<file path="src/rtl/mips_mem_io.sv">
// Memory/IO slave for the multicycle MIPS core: unified RAM plus an IO page with a TX FIFO and status.
// Define MEMIO_CYCLE_COUNTER_EN to add the free-running cycle counter at IO offset 0x08.
module mips_mem_io #(
  parameter int MEM_WORDS  = 64,
  parameter int FIFO_DEPTH = 8
) (
  input  logic        clk,
  input  logic        reset,
  input  logic [31:0] adr,
  input  logic [31:0] writedata,
  input  logic        memwrite,
  output logic [31:0] readdata,
  output logic [7:0]  tx_data,
  output logic        tx_valid,
  input  logic        tx_ready
);

  localparam int AW = $clog2(MEM_WORDS);
  localparam int FW = $clog2(FIFO_DEPTH);
  localparam logic [FW:0] FULL_CNT = (FW+1)'(FIFO_DEPTH);

  logic [31:0]   r_mem  [MEM_WORDS];
  logic [7:0]    r_fifo [FIFO_DEPTH];
  logic [FW-1:0] r_rd_ptr;
  logic [FW-1:0] r_wr_ptr;
  logic [FW:0]   r_count;
  logic          r_ovf;

  logic          w_io_sel;
  logic [7:0]    w_off;
  logic [AW-1:0] w_idx;
  logic          w_empty;
  logic          w_full;
  logic          w_pop;
  logic          w_push_req;
  logic          w_push;
  logic          w_status_wr;

  assign w_io_sel    = (adr[31:8] == 24'hFFFFFF);
  assign w_off       = adr[7:0];
  assign w_idx       = adr[AW+1:2];
  assign w_empty     = (r_count == '0);
  assign w_full      = (r_count == FULL_CNT);
  assign w_pop       = tx_valid & tx_ready;
  assign w_push_req  = memwrite & w_io_sel & (w_off == 8'h00);
  // A full FIFO still accepts a byte when the head leaves in the same cycle.
  assign w_push      = w_push_req & (~w_full | w_pop);
  assign w_status_wr = memwrite & w_io_sel & (w_off == 8'h04);

  assign tx_valid = ~w_empty;
  assign tx_data  = r_fifo[r_rd_ptr];

  // Storage arrays are deliberately outside reset.
  always_ff @(posedge clk) begin
    if (memwrite && !w_io_sel)
      r_mem[w_idx] <= writedata;
  end

  always_ff @(posedge clk) begin
    if (w_push)
      r_fifo[r_wr_ptr] <= writedata[7:0];
  end

  always_ff @(posedge clk or negedge reset) begin
    if (!reset) begin
      r_rd_ptr <= '0;
      r_wr_ptr <= '0;
      r_count  <= '0;
      r_ovf    <= 1'b0;
    end else begin
      if (w_pop)
        r_rd_ptr <= r_rd_ptr + FW'(1);
      if (w_push)
        r_wr_ptr <= r_wr_ptr + FW'(1);
      case ({w_push, w_pop})
        2'b10:   r_count <= r_count + (FW+1)'(1);
        2'b01:   r_count <= r_count - (FW+1)'(1);
        default: r_count <= r_count;
      endcase
      if (w_push_req && w_full && !w_pop)
        r_ovf <= 1'b1;
      else if (w_status_wr)
        r_ovf <= 1'b0;
    end
  end

`ifdef MEMIO_CYCLE_COUNTER_EN
  logic [31:0] r_cycle;
  logic        w_cycle_wr;

  assign w_cycle_wr = memwrite & w_io_sel & (w_off == 8'h08);

  always_ff @(posedge clk or negedge reset) begin
    if (!reset)
      r_cycle <= '0;
    else if (w_cycle_wr)
      r_cycle <= '0;
    else
      r_cycle <= r_cycle + 32'd1;
  end
`endif

  always_comb begin
    readdata = '0;
    if (!w_io_sel) begin
      readdata = r_mem[w_idx];
    end else begin
      case (w_off)
        8'h04:   readdata = {16'h0000, 8'(r_count), 5'b00000, r_ovf, w_full, w_empty};
`ifdef MEMIO_CYCLE_COUNTER_EN
        8'h08:   readdata = r_cycle;
`endif
        default: readdata = '0;
      endcase
    end
  end

endmodule

</file>
<file path="config.mk">
export PLATFORM = sky130hd
export DESIGN_NAME = mips_mem_io
export DESIGN_NICKNAME = d
export VERILOG_FILES = /design/src/rtl/mips_mem_io.sv
export SDC_FILE = /design/constraint.sdc
export NUM_CORES = 2
export LEC_CHECK = 0
export CORE_MARGIN = 1.5
export CORE_UTILIZATION = 56
export DETAILED_ROUTE_END_ITERATION = 7
export PLACE_DENSITY = 0.75
export SLEW_MARGIN = 10
export SYNTH_ARGS = -nofsm -noshare
export SYNTH_HDL_FRONTEND = slang
export SYNTH_SLANG_ARGS = --single-unit
</file>
<file path="constraint.sdc">
create_clock -name clk -period 2.7 [get_ports clk]
set_input_delay 0.405 -clock clk [delete_from_list [all_inputs] [get_ports clk]]
set_output_delay 0.405 -clock clk [all_outputs]
set_load 0.02 [all_outputs]
</file>
==> results.md <==
* Status: finished, violations left
* Failing checks: setup timing
* Multi-input logic area at between 0.015 and 0.02 mm²
* Area growth, synth to finish at 22.0%
* Max_slew headroom at 0.174
* Synth unique cells at 61
* Layout cells sized above 1 at 0.348
* Synthesized flop and latch total at approximately 2100
* Nets@finish at approximately 4700
* PD cells at around 710 mW/mm²
* GRT Total Usage at 0.320
* Post-Syn Area at ~0.082 mm²
* I/O Buffers at ~110
* Register area share after synthesis at 0.777
* Routed vias/inst at just under 7
* Core area at about 0.15 mm²
* Ports at approximately 110
* CP Launch Type: register
* Slowest stage delay, CP at approximately 0.56 ns
* H-tree depth at 4
* Gr ovfl total at 0
* Die Y-Extent at ~390 µm
* Initial drt markers at just under 7000
* WHS at between 0.07 and 0.08 ns
* CTS Sinks at 2123
* TritonCTS clock tree: done
* Final worst setup slack at -0.676 ns
* Area fraction of the dominant cell type after synthesis at 0.773
* Die width at between 300 and 400 µm
* Commonest cells post-synth: edfxtp_1, mux4_2, mux2i_1
* Placer Congestion at a little under 0.9
* Critical path, cell by cell: mux4_2, mux4_2, a211oi_4, buf_6, nor2_4, buf_6
* Die Area at 0.149 mm²
* Max Clk Rate at approximately 300 MHz
* Sequential Area at 0.0637 mm²
* Starting Density at 0.563
* WL/cell at between 30 and 40 µm
* Clock root buffer: clkbuf_16
* Primary FF master, synth: edfxtp_1
* Synth area leader: edfxtp_1
* Min Tclk post-route at between 3 and 4 ns
* Post-synth net total at a little under 4000
* Tcrit/Tclk final at 1.25
* Layout Skew at around 0.027 ns
* Worst VDD drop at between 600 and 700 µV
* Count of final hold-check violations at 0
* Leakage at 33.2 nW
* First-pass GRT wire length at about 330000 µm
* Fillers at about 8400
* Max-slew violations at 0
* DP Wirelength at around 150000 µm
* Final Power at roughly 70 mW
* Number of synthesized flops with an enable pin at around 2100
* Pre-Repair DR Iteration Count at 5
* CP max-delay cell: mux4_2
* Syn. warnings at 0
* Vias at approximately 45000
* Clock-pin slew on the worst setup and hold paths at 0.06 ns
* Initial antenna violation count at 7
* Final setup violation count at 40
* TritonCTS Buffers at around 200
* Most numerous cell in the Yosys netlist: edfxtp_1
* Synth top area cells: edfxtp_1, mux4_2, mux2i_1
* Crit path capture type: output port
* Largest net degree at the start of global routing at 73
* Antenna Violating Nets Remaining at 0
* Pin slew with the least headroom to its limit at 1.23 ns
* Clock Path Buffers at 3
* Placed cells at between 6000 and 7000
* Place WS at -1.11 ns
* Post-route DRC violation count at 0
* Vias in the first global route at 45100
* Required @ worst endpoint at 2.30 ns
* Arr. time, crit path at 2.97 ns
* Max-cap violations at 0
* Synth async-reset ratio at 0.00518
* Mean Syn Cell Area at between 20 and 25 µm²
* Clock Latency Late Sink at roughly 0.84 ns
* DRT Wirelength at around 240000 µm
* Finished Layout Cells at about 6700
* Rows at 140
* RSZ-0062 raised after global routing: true
* Setup CP Type: register to output port
* Hold Crit Class: primary input to register
* Synth Instances at ~3800
* Worst-path fanout max at 1
==> final cells by class <==
class | instances | share of cell area
multi-input cells | 1460 | 0.185
diodes | 3 | 0.0000751
clock buffers | 243 | 0.0527
flip-flops and latches | 2123 | 0.637
inverters | 9 | 0.000413
clock inverters | 128 | 0.0129
repair buffers | 786 | 0.0882
well taps | 1917 | 0.0240
==> stage by stage <==
stage	cell area (µm²)	TNS, ns	utilization
floorplan	82900	-545.11	-
global placement	92200	-669.18	0.633
detailed placement	92200	-807.48	0.633
CTS	99600	-17.95	0.684
global route	100000	-18.57	0.687
finish	100000	-16.15	0.687
==> kinds of logic after synthesis <==
group,count (synthesis),share of synthesized area
AOI/OAI and AO/OA,284,0.0245
xor gates and xnor gates,6,0.000641
adders and majority gates,5,0.000855
buffers and inverters,238,0.0152
DFF,2123,0.777
muxes,794,0.160
and+or+nand+nor,371,0.0219
==> where the power goes <==
part	switching (mW)	leakage [nW]	internal (mW)
Combinational	3.20	10.8	2.84
Clock	12.4	3.20	15.7
Sequential	0.162	19.1	36.5
Total	15.8	33.2	55.0
==> state kept, by name, indices dropped and copies added, names as in the netlist <==
signal and count:
r_count 4, r_ovf 1, r_wr_ptr 3, r_rd_ptr 3, r_mem 2048, r_fifo 64
==> final timing paths <==
| check | depth (start not counted) | start | slack, ns | end |
|---|---|---|---|---|
| min | 1 | writedata[4] | 0.07 | r_mem[40][4] |
| max reg2reg | 10 | r_count[2] | 0.54 | r_count[3] |
| max | 6 | r_mem[28][4] | -0.68 | readdata[4] |
| min reg2reg | 1 | r_wr_ptr[0] | 0.52 | r_wr_ptr[0] |
| min in group asynchronous | 2 | reset | 0.59 | r_wr_ptr[2] |
| max in group asynchronous | 2 | reset | 1.64 | r_count[3] |
==> critical path, delay by kind of cell (launching register included) <==
kind                   cells  cell delay, ns
AOI/OAI and AO/OA          1            0.36
DFF                        1            0.39
muxes                      2            1.03
and+or+nand+nor            1            0.04
buffers and inverters      2            0.30
==> cell usage in the layout (no fill, tap or decap), drive strengths merged, types with 22 or more instances in the layout <==
| master | n |
|---|---|
| clkbuf | 245 |
| nor4 | 28 |
| nor2 | 77 |
| mux4 | 413 |
| clkdlybuf4s50 | 29 |
| clkinv | 102 |
| o22ai | 34 |
| mux2i | 369 |
| nand2 | 89 |
| nand3 | 95 |
| nand4 | 31 |
| a22oi | 130 |
| o21ai | 22 |
| edfxtp | 2112 |
| a21oi | 27 |
| buf | 749 |
==> routing by layer <==
metal,up-vias,global-route usage,share of wire
met5,-,0,0.00014
met4,6,0.152,0.052
met3,631,0.0659,0.12
met2,3584,0.502,0.48
met1,23400,0.436,0.35
li1,17600,-,-
==> repair_timing <==
| action | 4_1_cts | 5_1_grt |
|---|---|---|
| buffers inserted | 14 | 14 |
| endpoints found under the setup margin | 41 | 41 |
| cloned | 0 | 2 |
| hold endpoints to repair | 67 | 0 |
| pin swaps | 61 | 27 |
| gates resized for setup | 326 | 50 |
| hold buffers | 5 | 0 |
Power figures use the tool's default switching activity.
